<file path="config.mk">
export PLATFORM = sky130hd
export DESIGN_NAME = bus_arb4
export DESIGN_NICKNAME = d
export VERILOG_FILES = /design/src/rtl/bus_arb4.sv
export SDC_FILE = /design/constraint.sdc
export NUM_CORES = 1
export LEC_CHECK = 0
export ABC_AREA = 1
export CORE_MARGIN = 2
export CORE_UTILIZATION = 43
export DETAILED_ROUTE_END_ITERATION = 12
export PLACE_DENSITY = 0.75
export SLEW_MARGIN = 15
export SYNTH_ARGS = -nofsm -noshare
export SYNTH_HDL_FRONTEND = slang
export SYNTH_SLANG_ARGS = --single-unit
</file>
<file path="constraint.sdc">
create_clock -name clk -period 1.45 [get_ports clk]
set_input_delay 0.29 -clock clk [delete_from_list [all_inputs] [get_ports clk]]
set_output_delay 0.29 -clock clk [all_outputs]
set_load 0.05 [all_outputs]
</file>
<file path="src/rtl/bus_arb4.sv">
// ---------------------------------------------------------------------------
// bus_arb4 -- four-requester round-robin bus arbiter with turnaround cycle
//
// Purpose
//   Grants ownership of a shared bus to one of four requesters. A winner is
//   chosen by round-robin starting at the rotating pointer ptr. Ownership
//   lasts while the owner keeps its request high. Every release is followed
//   by a one-cycle TURN state and then an IDLE cycle before the next grant.
//   The select output keeps the last owner's index between grants, so the
//   shared 4:1 data mux stays stable while the bus is idle.
//
// Optional feature
//   `define ARB_TIMEOUT_EN compiles in a hold watchdog. An owner is forced
//   off the bus after MAX_HOLD consecutive grant cycles. timeout pulses for
//   the first TURN cycle after such a forced release. Without the macro no
//   hold counter exists and timeout is tied low.
//
// Parameters
//   MAX_HOLD     maximum consecutive grant cycles per ownership (2..255).
//                Only used when ARB_TIMEOUT_EN is defined.
//
// Ports
//   clk          clock; all state updates on the rising edge
//   rst          synchronous, active-high reset
//   req[3:0]     per-requester request, held high while ownership is wanted
//   gnt[3:0]     registered one-hot grant; all zero when there is no owner
//   slct[1:0]    binary index of the current or last owner (mux select)
//   busy         high while any gnt bit is high
//   timeout      one-cycle pulse on a forced release
//   dbg_state_o  FSM state (0 IDLE, 1 GRANT, 2 TURN), for observation only
//   dbg_ptr_o    round-robin pointer, for observation only
// ---------------------------------------------------------------------------
module bus_arb4 #(
    parameter int unsigned MAX_HOLD = 8
) (
    input  logic       clk,
    input  logic       rst,
    input  logic [3:0] req,
    output logic [3:0] gnt,
    output logic [1:0] slct,
    output logic       busy,
    output logic       timeout,
    output logic [1:0] dbg_state_o,
    output logic [1:0] dbg_ptr_o
);

    // Handshake: requester i raises req[i] and holds it while it wants the
    // bus. gnt[i] rises one cycle after req[i] is sampled in IDLE (if i wins)
    // and stays up while req[i] stays high. Dropping req[i] ends the
    // ownership at the next edge. A request that is low at the IDLE sampling
    // edge is simply not seen; there is no latched request.

    typedef enum logic [1:0] {
        IDLE  = 2'd0,
        GRANT = 2'd1,
        TURN  = 2'd2
    } state_t;

    // Elaboration-time range check on the hold limit.
    if (MAX_HOLD < 2 || MAX_HOLD > 255) begin : g_bad_max_hold
        $error("bus_arb4: MAX_HOLD must be in 2..255");
    end

    state_t     state_q;
    logic [3:0] gnt_q;
    logic [1:0] slct_q;
    logic [1:0] ptr_q;

    // Round-robin pick, combinational from the current pointer and request.
    logic [1:0] pick_idx_d;
    logic       pick_vld_d;

`ifdef ARB_TIMEOUT_EN
    // The hold counter counts completed grant cycles minus one. Release is
    // therefore forced at the edge where it reads MAX_HOLD-1, which gives
    // exactly MAX_HOLD cycles of gnt.
    localparam logic [7:0] HOLD_LAST = 8'(MAX_HOLD - 1);

    logic [7:0] hold_q;
    logic       timeout_q;
`endif

    // Scan offsets 3 down to 0 so that the smallest offset from ptr, which
    // is the round-robin winner, is the last one to be assigned.
    always_comb begin
        pick_idx_d = ptr_q;
        pick_vld_d = 1'b0;
        for (int k = 3; k >= 0; k--) begin
            if (req[ptr_q + 2'(k)]) begin
                pick_idx_d = ptr_q + 2'(k);
                pick_vld_d = 1'b1;
            end
        end
    end

    always_ff @(posedge clk) begin
        if (rst) begin
            // Reset wins over everything, including an active grant. There
            // is no TURN cycle after a reset.
            state_q   <= IDLE;
            gnt_q     <= 4'b0000;
            slct_q    <= 2'b00;
            ptr_q     <= 2'b00;
`ifdef ARB_TIMEOUT_EN
            hold_q    <= 8'd0;
            timeout_q <= 1'b0;
`endif
        end else begin
`ifdef ARB_TIMEOUT_EN
            // timeout is a single-cycle pulse; it is set only on the forced
            // release edge below.
            timeout_q <= 1'b0;
`endif
            case (state_q)
                IDLE: begin
                    if (pick_vld_d) begin
                        state_q <= GRANT;
                        gnt_q   <= 4'b0001 << pick_idx_d;
                        slct_q  <= pick_idx_d;
                        ptr_q   <= pick_idx_d + 2'd1;
`ifdef ARB_TIMEOUT_EN
                        hold_q  <= 8'd0;
`endif
                    end
                end

                GRANT: begin
                    // slct_q holds the owner index for the whole ownership.
                    // Requests on other bits are ignored here.
                    if (!req[slct_q]) begin
                        state_q <= TURN;
                        gnt_q   <= 4'b0000;
                    end
`ifdef ARB_TIMEOUT_EN
                    else if (hold_q == HOLD_LAST) begin
                        state_q   <= TURN;
                        gnt_q     <= 4'b0000;
                        timeout_q <= 1'b1;
                    end else begin
                        hold_q <= hold_q + 8'd1;
                    end
`endif
                end

                TURN: begin
                    // Bus turnaround: no grant, requests ignored.
                    state_q <= IDLE;
                end

                default: begin
                    state_q <= IDLE;
                    gnt_q   <= 4'b0000;
                end
            endcase
        end
    end

    assign gnt         = gnt_q;
    assign slct        = slct_q;
    assign busy        = |gnt_q;
    assign dbg_state_o = state_q;
    assign dbg_ptr_o   = ptr_q;

`ifdef ARB_TIMEOUT_EN
    assign timeout = timeout_q;
`else
    assign timeout = 1'b0;
`endif

endmodule

</file>
==> results.py <==
metrics = {
    "pwr": {
        "switchingPower_mw": 2.09,
        "internal_power_mw": 1.82,
        "ir_worst_vdd_mv": 1.93,
        "seqPwrFrac_pct": 15.2,
        "clkPwrFrac_pct": 5.3,
        "combPwrFrac_pct": 79.5,
        "total_power_mw": 3.92,
        "p_sw_share_pct": 53.5,
        "power.density_nw_per_um2": 2780,
        "power.leakage_nw": 0.684,
    },
    "yosys": {
        "ys_top_cells_by_area": "dfxtp_1, nand2_1, nand2_2",
        "synth_edf_count": 0,
        "syn_avg_cell_area_sq_um": 6.52,
        "synthArstFlopShare_pct": 0,
        "synth_seq_cells": 10,
        "yosysTopAreaCell": "dfxtp_1",
        "synth_cells": 113,
        "synth_top_cells_by_count": "nand2_1, inv_1, dfxtp_1, nand2_2, nand3_1",
        "synth_nets": 119,
        "synth.distinct_cells": 20,
        "yosysMostFrequentCell": "nand2_1",
        "syn_area_sq_um": 737,
        "yosysTopAreaCellShare_pct": 27.2,
        "synth_flop_cell": "dfxtp_1",
        "yosysWarnings": 0,
        "ys_seq_area_share_pct": 27.2,
    },
    "drt": {
        "dr.pass1.iters": 4,
        "wl_um": 2880,
        "dr.first_iter.drc_count": 13,
        "avgRoutedWirePerCell_um": 17.2,
        "vias": 925,
        "viasPerCell": 5.51,
        "route.detailed.drc": 0,
        "top_layer_used": "met4",
        "ant_nets": 0,
        "met1_length_um": 1080,
        "wl_met2_um": 1620,
        "wl_met3_um": 96,
    },
    "grt": {
        "grtUsageTotal_pct": 29.0,
        "grt_overflow": 0,
        "grt_pass1_vias": 910,
        "grt_start_max_net_pins": 9,
        "grt_pass1_wl_um": 4130,
        "antenna_found_initial": 0,
    },
    "sta": {
        "grt_setup_unrepaired": "true",
        "fin_crit_sh_pct": 112,
        "final_hold_viol_count": 0,
        "slew_violations": 0,
        "setup_slack_ns": -0.179,
        "fin_tns_setup_ns": -1.38,
        "setup_viol": 11,
        "holdWs_ns": 0.509,
        "min_period_ns": 1.63,
        "fmax_mhz": 614,
        "skew_ns": 0.00749,
    },
    "critical_path": {
        "required_ns": 1.62,
        "crit_arrival_ns": 1.80,
        "slowest_stage": "dfxtp_4",
        "worstPathMaxFanout": 8,
        "max_stage_delay_ns": 0.46,
        "critPathCaptureType": "flip-flop",
        "criticalPathCategory": "reg -> reg",
        "start_kind": "flip-flop",
        "critical_path_buf_inv_count": 4,
        "crit_family": "simple AND/OR/NAND/NOR gates",
        "crit_top_cell": "nand2_2",
        "crit_chain": "buf_6 > nand2_2 > nand2_4 > nand2_2 > nand2_2 > inv_2 > nand2_2 > nand3_2 > nand2_2 > nand2_4 > inv_4 > nor2_4 > o21ai_2 > inv_1",
    },
    "layout": {
        "drive_gt1_share_pct": 62.5,
        "final_nets": 159,
        "final.fill_count": 65,
        "stdcell_area_sq_um": 1410,
        "diodes": 0,
        "utilization_pct": 90.4,
        "area_delta_synth_final_pct": 91.2,
    },
    "clock_tree": {
        "cts.sinks": 10,
        "clkTransAtPathRegs_ns": 0.07,
        "clockRootBuffer": "clkbuf_4",
        "cts_hold_buf": 0,
        "cts-buffers-inserted": 3,
        "clk_latency_ns": 0.28,
        "cts_buffer_depth": 2,
        "cts_tree": "built",
        "htreeDepth": 1,
    },
    "run_status": {
        "status": "complete, but fails checks",
        "violations": "setup timing",
    },
    "floorplanning": {
        "die_area_sq_um": 2060,
        "die_h_um": 45.4,
        "die_x_um": 45.4,
        "num_rows": 14,
        "start_util_pct": 47.3,
        "coreArea_sq_um": 1560,
        "top_level_ports": 18,
    },
    "place": {
        "io_buffers": 16,
        "gp_congestion": 0.805,
        "post-dp-hpwl_um": 1600,
        "post_dp_cell_area_sq_um": 1140,
    },
    "run": {
        "cap_violations": 0,
    },
    "hold_path": {
        "hp-class": "reg -> reg",
    },
}
-- worst min-delay path, cell delays in order, from the launching register on --
cell,delay (ns)
dfxtp_2,0.35
nand2_1,0.07
a21oi_1,0.05
-- sequential cells by signal, summed over array words and instances, names as in the netlist --
signal / flops
dbg_ptr_o: 2
dbg_state_o: 2
gnt: 4
slct: 2
-- area by class of cell --
cell class	instances	area, sq um	area share (%)
Multi-Input combinational cell	83	628	44.6
Timing Repair Buffer	36	434	30.8
Sequential cell	10	214	15.2
Inverter	19	86.3	6.13
Clock buffer	4	26.3	1.87
Tap cell	16	20.0	1.42
-- through the flow --
stage	setup slack (ns)	cells
6_report	-0.179	168
5_1_grt	-0.248	168
4_1_cts	-0.132	163
3_5_place_dp	-0.553	156
3_3_place_gp	-0.481	156
2_1_floorplan	-0.0802	113
-- power by group through the flow --
stage               clock network, mW  logic, mW  registers [mW]
floorplan                           0       1.25           0.832
global placement                    0       2.30           0.571
detailed placement                  0       2.37           0.578
CTS                             0.210       2.78           0.581
global route                    0.223       3.26           0.606
finish                          0.207       3.11           0.597
-- worst paths after layout --
path,from,to,slack [ns],depth (start not counted)
worst max-delay path,dbg_ptr_o[0]$_SDFFE_PP0P_,slct[0]$_SDFFE_PP0P_,-0.18,14
worst min-delay path,gnt[2]$_SDFFE_PP0P_,gnt[2]$_SDFFE_PP0P_,0.51,2
worst max register to register,dbg_ptr_o[0]$_SDFFE_PP0P_,slct[0]$_SDFFE_PP0P_,-0.18,14
worst min register to register,gnt[2]$_SDFFE_PP0P_,gnt[2]$_SDFFE_PP0P_,0.51,2
-- layer usage --
layer / GRT usage (%) / vias up
li1: - / 437
met1: 29.0 / 434
met2: 55.5 / 43
met3: 5.16 / 11
met4: 14.7 / 0
met5: 0 / -
-- timing repair --
item	4_1_cts	5_1_grt
gates cloned	1	0
setup buffers	2	5
pin swaps	16	15
endpoints found under the setup margin	11	11
resized for setup	34	15
-- cells by family after synthesis --
family | share of synthesized area [%]
flip-flops | 27.2
AO/OA/AOI/OAI | 11.4
AND/OR/NAND/NOR | 47.7
other | 0.509
buffers and inverters | 13.2
-- placed cells by master, fill, tap and decap left out, drive strengths merged, types with 4 or more instances in the layout --
master	n
a21oi	7
buf	31
clkbuf	4
dfxtp	10
dlygate4sd2	4
inv	19
nand2	40
nand3	13
nor2	10
o21ai	6
Note: power is estimated with default switching activity, not from simulation.
